### src/rtl/fb_pixel_fetcher.sv
// fb_pixel_fetcher: walks the visible raster, reads the frame buffer inside the centred window, and queues one pixel per position (FETCH_BORDER_EN adds a 0xFF frame).
// Read data lands RAM_LATENCY cycles after rd_en; issue stalls on FIFO credit, and the consumer applies backpressure by withholding pop.
module fb_pixel_fetcher #(
   parameter int FIFO_DEPTH  = 16,
   parameter int RAM_LATENCY = 1,
   parameter int H_ACTIVE    = 640,
   parameter int V_ACTIVE    = 480,
   parameter int ADDR_W      = 17
) (
   input  logic              clk,
   input  logic              reset,
   input  logic              frame_start,
   input  logic [2:0]        zoom_level,
   output logic              rd_en,
   output logic [ADDR_W-1:0] rd_addr,
   input  logic [7:0]        rd_data,
   input  logic              pop,
   output logic [7:0]        pixel_out,
   output logic              pixel_valid,
   output logic              underflow,
   output logic              frame_done
);

   localparam int PW = $clog2(FIFO_DEPTH);
   localparam int CW = PW + 1;
   localparam int XW = $clog2(H_ACTIVE);
   localparam int YW = $clog2(V_ACTIVE);
   localparam int GW = 16;

   typedef enum logic [1:0] {IDLE, FETCH, DRAIN} state_t;

   state_t                 state;
   logic [XW-1:0]          px;
   logic [YW-1:0]          py;
   logic [2:0]             zoom;
   logic [ADDR_W-1:0]      addr_cnt;
   logic [RAM_LATENCY-1:0] vld_sr;
   logic [7:0]             mem [FIFO_DEPTH];
   logic [PW-1:0]          wr_ptr;
   logic [PW-1:0]          rd_ptr;
   logic [CW-1:0]          count;

   logic [GW-1:0] win_w, win_h, x0, y0, x1, y1, xg, yg, inflight;
   logic          in_win, in_border, credit_ok, issue, rd_issue, byp_issue;
   logic          ret_vld, push, pop_ok, last_pos;
   logic [7:0]    push_dat;

   always_comb begin
      win_w = GW'(40) << zoom[1:0];
      win_h = GW'(30) << zoom[1:0];
      x0    = (GW'(H_ACTIVE) - win_w) >> 1;
      y0    = (GW'(V_ACTIVE) - win_h) >> 1;
      x1    = x0 + win_w;
      y1    = y0 + win_h;
      xg    = GW'(px);
      yg    = GW'(py);
      in_win = !zoom[2] && (xg >= x0) && (xg < x1) && (yg >= y0) && (yg < y1);
`ifdef FETCH_BORDER_EN
      // +1 on the raster side keeps the x0-1 / y0-1 edges free of wraparound
      in_border = !zoom[2] && !in_win && ((xg + 1'b1) >= x0) && (xg <= x1)
                  && ((yg + 1'b1) >= y0) && (yg <= y1);
`else
      in_border = 1'b0;
`endif
   end

   // Outstanding reads: the one on the bus now plus those in the latency pipe.
   always_comb begin
      inflight = GW'(rd_en);
      for (int i = 0; i < RAM_LATENCY; i++) inflight = inflight + GW'(vld_sr[i]);
   end

   // Bypass pushes wait for an empty pipe so pixels stay in raster order.
   assign credit_ok = (GW'(count) + inflight) < GW'(FIFO_DEPTH);
   assign issue     = (state == FETCH) && credit_ok && (in_win || (inflight == '0));
   assign rd_issue  = issue && in_win;
   assign byp_issue = issue && !in_win;
   assign ret_vld   = vld_sr[RAM_LATENCY-1];
   assign push      = !frame_start && (ret_vld || byp_issue);
   assign push_dat  = ret_vld ? rd_data : (in_border ? 8'hFF : 8'h00);
   assign pop_ok    = pop && (count != '0) && !frame_start;
   assign last_pos  = (px == XW'(H_ACTIVE - 1)) && (py == YW'(V_ACTIVE - 1));

   assign pixel_valid = (count != '0);
   assign pixel_out   = pixel_valid ? mem[rd_ptr] : 8'h00;

   always_ff @(posedge clk) begin
      if (push) mem[wr_ptr] <= push_dat;
   end

   always_ff @(posedge clk or posedge reset) begin
      if (reset) begin
         state      <= IDLE;
         px         <= '0;
         py         <= '0;
         zoom       <= 3'd2;
         addr_cnt   <= '0;
         vld_sr     <= '0;
         wr_ptr     <= '0;
         rd_ptr     <= '0;
         count      <= '0;
         rd_en      <= 1'b0;
         rd_addr    <= '0;
         underflow  <= 1'b0;
         frame_done <= 1'b0;
      end else begin
         frame_done <= 1'b0;
         if (frame_start) begin
            state     <= FETCH;
            px        <= '0;
            py        <= '0;
            zoom      <= zoom_level;
            addr_cnt  <= '0;
            vld_sr    <= '0;
            wr_ptr    <= '0;
            rd_ptr    <= '0;
            count     <= '0;
            rd_en     <= 1'b0;
            underflow <= 1'b0;
         end else begin
            vld_sr[0] <= rd_en;
            for (int i = 1; i < RAM_LATENCY; i++) vld_sr[i] <= vld_sr[i-1];
            rd_en <= rd_issue;
            if (rd_issue) begin
               rd_addr  <= addr_cnt;
               addr_cnt <= addr_cnt + 1'b1;
            end
            if (pop && (count == '0)) underflow <= 1'b1;
            if (push)   wr_ptr <= wr_ptr + 1'b1;
            if (pop_ok) rd_ptr <= rd_ptr + 1'b1;
            if (push && !pop_ok)      count <= count + 1'b1;
            else if (!push && pop_ok) count <= count - 1'b1;

            case (state)
               IDLE: ;
               FETCH: begin
                  if (issue) begin
                     if (px == XW'(H_ACTIVE - 1)) begin
                        px <= '0;
                        if (last_pos) begin
                           py    <= '0;
                           state <= DRAIN;
                        end else begin
                           py <= py + 1'b1;
                        end
                     end else begin
                        px <= px + 1'b1;
                     end
                  end
               end
               DRAIN: begin
                  if ((inflight == '0) && (count == CW'(1)) && pop_ok) begin
                     frame_done <= 1'b1;
                     state      <= IDLE;
                  end
               end
               default: state <= IDLE;
            endcase
         end
      end
   end

endmodule
### config.mk
export PLATFORM = sky130hd
export DESIGN_NAME = fb_pixel_fetcher
export DESIGN_NICKNAME = d
export VERILOG_FILES = /design/src/rtl/fb_pixel_fetcher.sv
export SDC_FILE = /design/constraint.sdc
export NUM_CORES = 1
export LEC_CHECK = 0
export ABC_AREA = 1
export CELL_PAD_IN_SITES_DETAIL_PLACEMENT = 0
export CELL_PAD_IN_SITES_GLOBAL_PLACEMENT = 1
export CORE_ASPECT_RATIO = 0.8
export CORE_UTILIZATION = 52
export DETAILED_ROUTE_END_ITERATION = 8
export PLACE_DENSITY_LB_ADDON = 0.05
export SLEW_MARGIN = 30
export SYNTH_ARGS = -nofsm -noshare
export SYNTH_HDL_FRONTEND = slang
export SYNTH_SLANG_ARGS = --single-unit
### constraint.sdc
create_clock -name clk -period 5.8 [get_ports clk]
set_input_delay 0.87 -clock clk [delete_from_list [all_inputs] [get_ports clk]]
set_output_delay 0.87 -clock clk [all_outputs]
set_load 0.1 [all_outputs]
# After elaboration in Yosys (flattened, before gate mapping)
# Memory sizes are Yosys's and may differ from the RTL's.
# Index checks and enable logic that the tools add are counted.
[classes] add_sub_neg=13 order_cmp=5 n_eq_ne=10 shift=2 n_mux=35 bitwise_logic=1 n_reduce_logical=40
[ops] cell="2-to-1 mux 9 bit" count=5
[ops] cell="2-to-1 mux 10 bit" count=4
[ops] cell="2-to-1 mux 17 bit" count=2
[ops] cell="adder 15 x 16 -> 16 bit" count=2
[ops] cell="adder 17 x 1 -> 17 bit (second input constant)" count=1
[ops] cell="logical AND 1 bit" count=17
[ops] cell="logical NOT 16 bit" count=1
[ops] cell="less-than comparator 10 x 16 -> 1 bit" count=1
[ops] cell="less-than comparator 9 x 16 -> 1 bit" count=1
[ops] cell="2-to-1 mux 4 bit" count=4
[ops] cell="2-to-1 mux 8 bit" count=2
[ops] cell="<< shifter 5 x 2 -> 16 bit (first input constant)" count=1
[ops] cell="<< shifter 6 x 2 -> 16 bit (first input constant)" count=1
[ops] cell="subtractor 10 x 16 -> 16 bit (first input constant)" count=1
[ops] cell="subtractor 9 x 16 -> 16 bit (first input constant)" count=1
[ops] cell=">= comparator 10 x 15 -> 1 bit" count=1
[ops] cell=">= comparator 9 x 15 -> 1 bit" count=1
[ops] cell="2-to-1 mux 5 bit" count=3
[ops] cell="nonzero test 2 bit" count=7
[ops] cell="adder 10 x 1 -> 10 bit (second input constant)" count=1
[ops] cell="equality test 10 bit (second input constant)" count=1
[ops] cell="2-to-1 mux 2 bit" count=5
[ops] cell="adder 9 x 1 -> 9 bit (second input constant)" count=1
[ops] cell="equality test 9 bit (second input constant)" count=1
[ops] cell="other kinds (24)" count=41
[totals] reg_bits=75 ram_bits=128 input_bits=15 out_inout_bits=29 wordCells=120 memories=1
[mem_list] name="mem" depth=16 word_bits=8 read_ports=1 rd_clocked_by_memory_dff=0 write_ports=1 line_no="38" source="logic [7:0] mem [FIFO_DEPTH];"

# Longest topological paths before layout
# Gate-level depths: netlist of run 1.
[logic_depth] depth_word=17 mapped_depth=22

# Worst setup path before layout of run 1
# No wires, ideal clock.
[synth_path] path_type="reg2out" startpoint="register rd_ptr[0]" endpoint="output pixel_out[1]" arrival_ps=2768 required_ps=4930 setup_slack_ps=2162 path_stages_with_launch=7 n_path_buf=2 path_cell_list="dfrtp_1 clkbuf_1 clkbuf_1 nor2_1 o221ai_1 nand3_1 a21oi_1"
[synth_via] elab_chain_cells=2
[synth_lines] item="start, declared" line_no="40" source="logic [PW-1:0] rd_ptr;"
[synth_lines] item="start signal, assigned" line_no="130" source="if (pop_ok) rd_ptr <= rd_ptr + 1'b1;"
[synth_lines] item="memory (16 x 8 bit)"
[synth_lines] item="2-to-1 mux 8 bit" line_no="85" source="assign pixel_out = pixel_valid ? mem[rd_ptr] : 8'h00;"
[synth_lines] item="end, declared" line_no="18" source="output logic [7:0] pixel_out,"
# Every way passes these cells.

# Worst setup path after layout of run 1
[layout_path] startpoint="register rd_ptr[2]" endpoint="output pixel_out[0]"
# Same word-level chain as after synthesis.

==> results.yml, run 1 <==
logic_synthesis:
  synthMuxAreaShare_pct: 0
  synth_edf_count: 128
  synth_top_area_cell: "edfxtp_1"
  synthTopCellsByArea: "edfxtp_1 38%, dfrtp_1 18%, ha_1 6.9%"
  ys.flop_type: "edfxtp_1"
  synth_fa_ha_area_share_pct: 6.85
  yosys.area_share.simple_pct: 17.8
  ys_seq_area_share_pct: 57.0
  async_flop_share_pct: 36.9
  syn_avg_cell_area_um2: 9.91
  yosysWarnings: 0
  synth_cells: 1014
  synth_xor_area_share_pct: 1.92
  synth_compound_area_share_pct: 11.2
  synth_top_area_share_pct: 38.3
  synth_top_family_by_area: "simple AND/OR/NAND/NOR gates"
  ys_ff_latch: 203
  synthesis.area_um2: 10000
  synth_cell_types: 43
  syn-num-nets: 1084
power_and_ir_drop:
  p_leak_nw: 4.59
  power_frac_comb_pct: 29.1
  p_switching_w: 0.00147
  p_seq_share_pct: 40.3
  max-vdd-ir-drop_v: 0.000346
  swShare_pct: 36.1
  powerDensity_nw_per_um2: 360
  total_power_w: 0.00407
  pwr-share-clk_pct: 30.7
  p_int_w: 0.00260
cells_and_area:
  drive_above_1_share_pct: 6.40
  area_growth_syn_to_layout_pct: 12.5
  n_antenna_cell: 0
  final_nets: 1117
  instances_no_fill: 1320
setup_path:
  cp_num_buf_inv: 2
  slowest_delay_ps: 1210
  crit_family: "buffers and inverters"
  crit_chain: "clkinv_1 -> o221ai_1 -> nand3_1 -> a21oi_1 -> clkdlybuf4s50_1"
  critPathRequiredTime_ps: 4930
  arrival_ps: 3870
  cpMaxStageDelayCell: "clkdlybuf4s50_1"
  critPathCaptureType: "output pin"
  start_kind: "flip-flop"
  crit_type: "flip-flop to output pin"
  cp_max_fo: 18
sta:
  drv_slew: 0
  fin_crit_sh_pct: 81.8
  max_freq_mhz: 211
  report.final.hold_viol_count: 0
  relSlewSlack_pct: 32.6
  fin_worst_hold_slack_ps: 481
  worst_pin_slew_ps: 1010
  finalWorstSetupSlack_ps: 1060
  tns_ps: 0
  min_period_ps: 4740
  setup-violations-final: 0
  clock_skew_ps: 15.3
  rsz0062_at_grt: "no"
route:
  via_count: 7128
  ant_nets: 0
  routed_wl_mm: 22.7
  drc: 0
  vias_per_cell: 5.40
  drtIter0Drc: 453
  wl_per_cell_um: 17.2
  dr.pass1.iters: 5
clock_network:
  hold_buffers: 0
  cts_setup_buffers: 0
  cts_tree: "built"
  clock_path_buffers: 3
  htree_levels: 1
  cts.sinks: 203
  clk_latency_ps: 500
  clockRootBuffer: "clkbuf_16"
  ctsResizeCount: 0
  clkTransAtPathRegs_ps: 60
  numCtsBuffers: 21
grt:
  overflow: 0
  grt_pass1_vias: 6736
  grt_max_degree: 69
  grt_pass1_wl_mm: 36.5
  grt_antenna_before_repair: 0
  grt_util_all_layers_pct: 23.7
min_path:
  min_path_type: "flip-flop to flip-flop"
outcome:
  status: "finished clean"
floorplan:
  dieWidth_um: 157
  io_pins: 44
  core_area_um2: 19000
  fp.dieH_um: 126
  start_util_pct: 52.9
  die_area_um2: 19900
  rows: 45
place:
  dp_cells: 1282
  dp_slack_ps: 1660
  gp_congestion: 0.819
  hpwl_mm: 15.1
  port_buffers: 43
run:
  drv_cap: 0
cell type report:
class	count	area, um^2
Fill cell	1662	7680
Sequential cell	203	5720
Multi-Input combinational cell	681	3800
Clock buffer	27	548
Timing Repair Buffer	51	490
Inverter	89	338
Tap cell	258	323
Clock inverter	11	78.8
cell usage after synthesis, types with 2 or more instances:
| cell | n |
|---|---|
| nand2_2 | 8 |
| xnor2_1 | 9 |
| clkinv_1 | 2 |
| o31ai_1 | 8 |
| clkbuf_1 | 28 |
| nor4_1 | 5 |
| a21oi_1 | 32 |
| ha_1 | 55 |
| buf_4 | 2 |
| buf_2 | 6 |
| inv_2 | 10 |
| nor2_2 | 2 |
| nor3b_1 | 2 |
| o221ai_1 | 22 |
| nor3_1 | 18 |
| o22ai_1 | 11 |
| buf_6 | 4 |
| o21ai_0 | 99 |
| or2_0 | 2 |
| nand2_4 | 3 |
| xor2_1 | 13 |
| nand3_1 | 50 |
| nor2_1 | 121 |
| o21a_1 | 5 |
| nand4_1 | 16 |
| nor2_4 | 2 |
| nand2_1 | 174 |
| inv_1 | 77 |
| dfrtp_1 | 74 |
| o21ai_1 | 14 |
| edfxtp_1 | 128 |
flip-flops by register name, summed over array words and instances (netlist names):
signal	count
mem	128
rd_en	1
zoom	3
rd_ptr	4
px	10
py	9
wr_ptr	4
rd_addr	17
count	5
ret_vld	1
frame_done	1
addr_cnt	17
underflow	1
state	2
per-stage QoR:
stage / instance area, um^2 / util (%)
5_1_grt: 11300 / 59.5
2_1_floorplan: 10000 / -
3_3_place_gp: 10700 / 56.2
3_5_place_dp: 10700 / 56.2
6_report: 11300 / 59.5
4_1_cts: 11300 / 59.5
final timing paths:
| path | end | depth (start not counted) | startpoint | slack, ps |
|---|---|---|---|---|
| hold / removal | rd_addr[14] | 2 | rd_addr[14] | 480 |
| setup reg to reg | mem[10][7] | 17 | zoom[0] | 1830 |
| min in group asynchronous | py[0] | 2 | reset | 760 |
| hold reg to reg | rd_addr[14] | 2 | rd_addr[14] | 480 |
| max in group asynchronous | rd_addr[16] | 3 | reset | 4060 |
| setup / recovery | pixel_out[0] | 5 | rd_ptr[2] | 1060 |
kinds of logic (layout without fill, tap and decap cells):
group | after synthesis | count (layout)
compound gates | 196 | 196
xor+xnor | 22 | 22
fa+ha+maj | 55 | 55
buf+inv | 130 | 178
flops | 203 | 203
simple gates | 408 | 408
layer usage:
layer	wire [um]	global-route usage, %
met2	10100	36.6
met1	11400	36.2
met5	0	0
met4	294	4.23
met3	888	2.90
cell usage in the layout (no fill, tap or decap), types with 3 or more instances in the layout:
| cell | Yosys | routed |
|---|---|---|
| dfrtp_1 | 74 | 73 |
| ha_1 | 55 | 55 |
| nor4_1 | 5 | 5 |
| o22ai_1 | 11 | 11 |
| buf_4 | 2 | 8 |
| a21oi_1 | 32 | 32 |
| clkbuf_16 | 0 | 21 |
| clkdlybuf4s50_1 | 0 | 43 |
| edfxtp_1 | 128 | 128 |
| o21ai_0 | 99 | 99 |
| o31ai_1 | 8 | 8 |
| clkinv_1 | 2 | 10 |
| inv_2 | 10 | 9 |
| inv_1 | 77 | 75 |
| xor2_1 | 13 | 13 |
| nor3_1 | 18 | 17 |
| nand2_4 | 3 | 3 |
| clkbuf_1 | 28 | 6 |
| xnor2_1 | 9 | 9 |
| o21a_1 | 5 | 5 |
| nand2_2 | 8 | 8 |
| nand3_1 | 50 | 50 |
| nor2_1 | 121 | 121 |
| o221ai_1 | 22 | 22 |
| nand4_1 | 16 | 16 |
| o21ai_1 | 14 | 14 |
| nand2_1 | 174 | 174 |
worst min-delay path: stages (launching register included):
cell and delay, ps:
dfrtp_1 340, nand2_1 50, nand2_1 50
power groups by stage:
stage                     registers [W]  logic (W)  clock network, W
after CTS                       0.00164    0.00118           0.00127
after global placement          0.00167    0.00118                 0
after detailed placement        0.00167    0.00118                 0
final                           0.00164    0.00118           0.00125
after floorplan                 0.00166   0.000909                 0
after global routing            0.00165    0.00128           0.00132
(Power assumes the default switching activity.)
==> run 2, diff against run 1 <==
- CORE_UTILIZATION: 52 -> 48
- clock period: 5.8 -> 4.85 ns (I/O delays scaled with it)
==> results.yml, run 2 (synthesized netlist as in run 1, its figures left out) <==
outcome:
  status: "finished clean"
floorplan:
  core_area_um2: 20100
  start_util_pct: 49.9
  io_pins: 44
  fp.dieH_um: 131
  dieWidth_um: 164
  die_area_um2: 21500
  rows: 46
place:
  port_buffers: 43
  gp_congestion: 0.794
  dp_slack_ps: 968
  hpwl_mm: 16.2
cells_and_area:
  layout_common_cells: "174 x nand2_1, 128 x edfxtp_1, 121 x nor2_1"
  largest_reg_flops: 128
  final_common_cell: "nand2_1"
  n_antenna_cell: 0
  drive_above_1_share_pct: 7.87
  final_nets: 1122
  area_growth_syn_to_layout_pct: 12.8
  regMostFlops: "mem"
  reg_top3: "mem x128, addr_cnt x17, rd_addr x17"
grt:
  grt_pass1_vias: 7023
  grt_max_degree: 69
  grt_util_all_layers_pct: 23.1
  grt_pass1_wl_mm: 38.4
  overflow: 0
  grt_antenna_before_repair: 0
route:
  routed_wl_mm: 24.0
  vias_per_cell: 5.47
  ant_nets: 0
  wl_per_cell_um: 18.0
  dr.pass1.iters: 4
  via_count: 7278
  drtIter0Drc: 516
  drc: 0
power_and_ir_drop:
  power_frac_comb_pct: 28.8
  pwr-share-clk_pct: 30.9
  p_int_w: 0.00308
  p_switching_w: 0.00179
  p_seq_share_pct: 40.2
  max-vdd-ir-drop_v: 0.000698
  swShare_pct: 36.7
  powerDensity_nw_per_um2: 430
  p_leak_nw: 4.63
clock_network:
  clkTransAtPathRegs_ps: 60
  ctsResizeCount: 0
  cts_setup_buffers: 0
  cts_tree: "built"
  clockRootBuffer: "clkbuf_16"
  hold_buffers: 0
  cts.sinks: 203
  clk_latency_ps: 510
  htree_levels: 1
  clock_path_buffers: 3
  numCtsBuffers: 22
run:
  drv_cap: 0
setup_path:
  arrival_ps: 4040
  critPathRequiredTime_ps: 4990
  crit_path_end: "mem[6][7]"
  crit_type: "flip-flop to flip-flop"
  critPathCaptureType: "flip-flop"
  start_kind: "flip-flop"
  regToRegEndpoint: "mem[6][7]"
  r2r_start: "zoom[0]"
  cp_max_fo: 8
  reg2reg_depth: 17
  regToRegSetupSlack_ps: 950
  crit_path_start: "zoom[0]"
sta:
  finalWorstSetupSlack_ps: 954
  clock_skew_ps: 18.1
  setup-violations-final: 0
  max_freq_mhz: 257
  tns_ps: 0
  fin_crit_sh_pct: 80.3
  report.final.hold_viol_count: 0
  min_period_ps: 3900
  relSlewSlack_pct: 33.7
  rsz0062_at_grt: "no"
  drv_slew: 0
  worst_pin_slew_ps: 992
min_path:
  min_path_type: "flip-flop to flip-flop"
==> run 2: changes by cell type in the layout (fill, tap and decap cells not counted), sizes merged <==
cell,previous run,this run
clkbuf,27,26
bufinv,1,0
clkinvlp,0,1
clkdlybuf4s50,43,35
buf,8,20
inv,86,87
clkinv,13,14
==> run 2: cell type report <==
| class | instances | area, um^2 |
|---|---|---|
| Clock buffer | 26 | 566 |
| Clock inverter | 13 | 80.1 |
| Fill cell | 1774 | 8810 |
| Inverter | 89 | 342 |
| Multi-Input combinational cell | 681 | 3790 |
| Sequential cell | 203 | 5720 |
| Tap cell | 264 | 330 |
| Timing Repair Buffer | 55 | 500 |
==> run 2: through the flow <==
stage          hold slack, ps  power, W  instances  util, %  instance area, um^2
3_5_place_dp              465   0.00340       1292     53.0                10700
3_3_place_gp              468   0.00340       1292     53.0                10700
6_report                  478   0.00487       1331     56.3                11300
4_1_cts                   482   0.00491       1331     56.3                11300
5_1_grt                   503   0.00509       1331     56.3                11300
2_1_floorplan             443   0.00307       1014        -                10000
==> run 2: worst min path at each step <==
| stage | startpoint | end | slack, ps | depth (start not counted) |
|---|---|---|---|---|
| floorplan | zoom[2] | zoom[2] | 440 | 2 |
| global placement | rd_addr[10] | rd_addr[10] | 470 | 2 |
| detailed placement | rd_addr[10] | rd_addr[10] | 460 | 2 |
| CTS | rd_addr[10] | rd_addr[10] | 480 | 2 |
| global route | rd_addr[0] | rd_addr[0] | 500 | 1 |
| finish | rd_addr[13] | rd_addr[13] | 480 | 2 |
==> run 2: layer usage <==
metal	track usage [%]	vias to the layer above	part of all wire, %
met3	2.59	31	5.1
met1	33.5	3456	47
met2	36.7	193	46
li1	-	3598	-
met4	6.07	0	2.0
met5	0	-	0
==> run 2: worst max-delay path, stage by stage, from the launching register on <==
cell,delay [ps]
dfrtp_1,430
inv_1,210
ha_1,340
inv_1,100
ha_1,210
a41oi_1,220
ha_1,270
a21oi_1,150
nand2_1,60
inv_1,50
a21oi_1,60
nand4_1,120
nand2_1,110
nand2_2,160
nand2_2,140
inv_1,150
nand2_1,180
nor2_1,590
==> run 2: power groups by stage <==
stage	clock network, W	registers, W	logic (W)
2_1_floorplan	0	0.00199	0.00109
3_3_place_gp	0	0.00199	0.00141
3_5_place_dp	0	0.00199	0.00141
4_1_cts	0.00153	0.00196	0.00141
5_1_grt	0.00159	0.00197	0.00153
6_report	0.00151	0.00196	0.00140
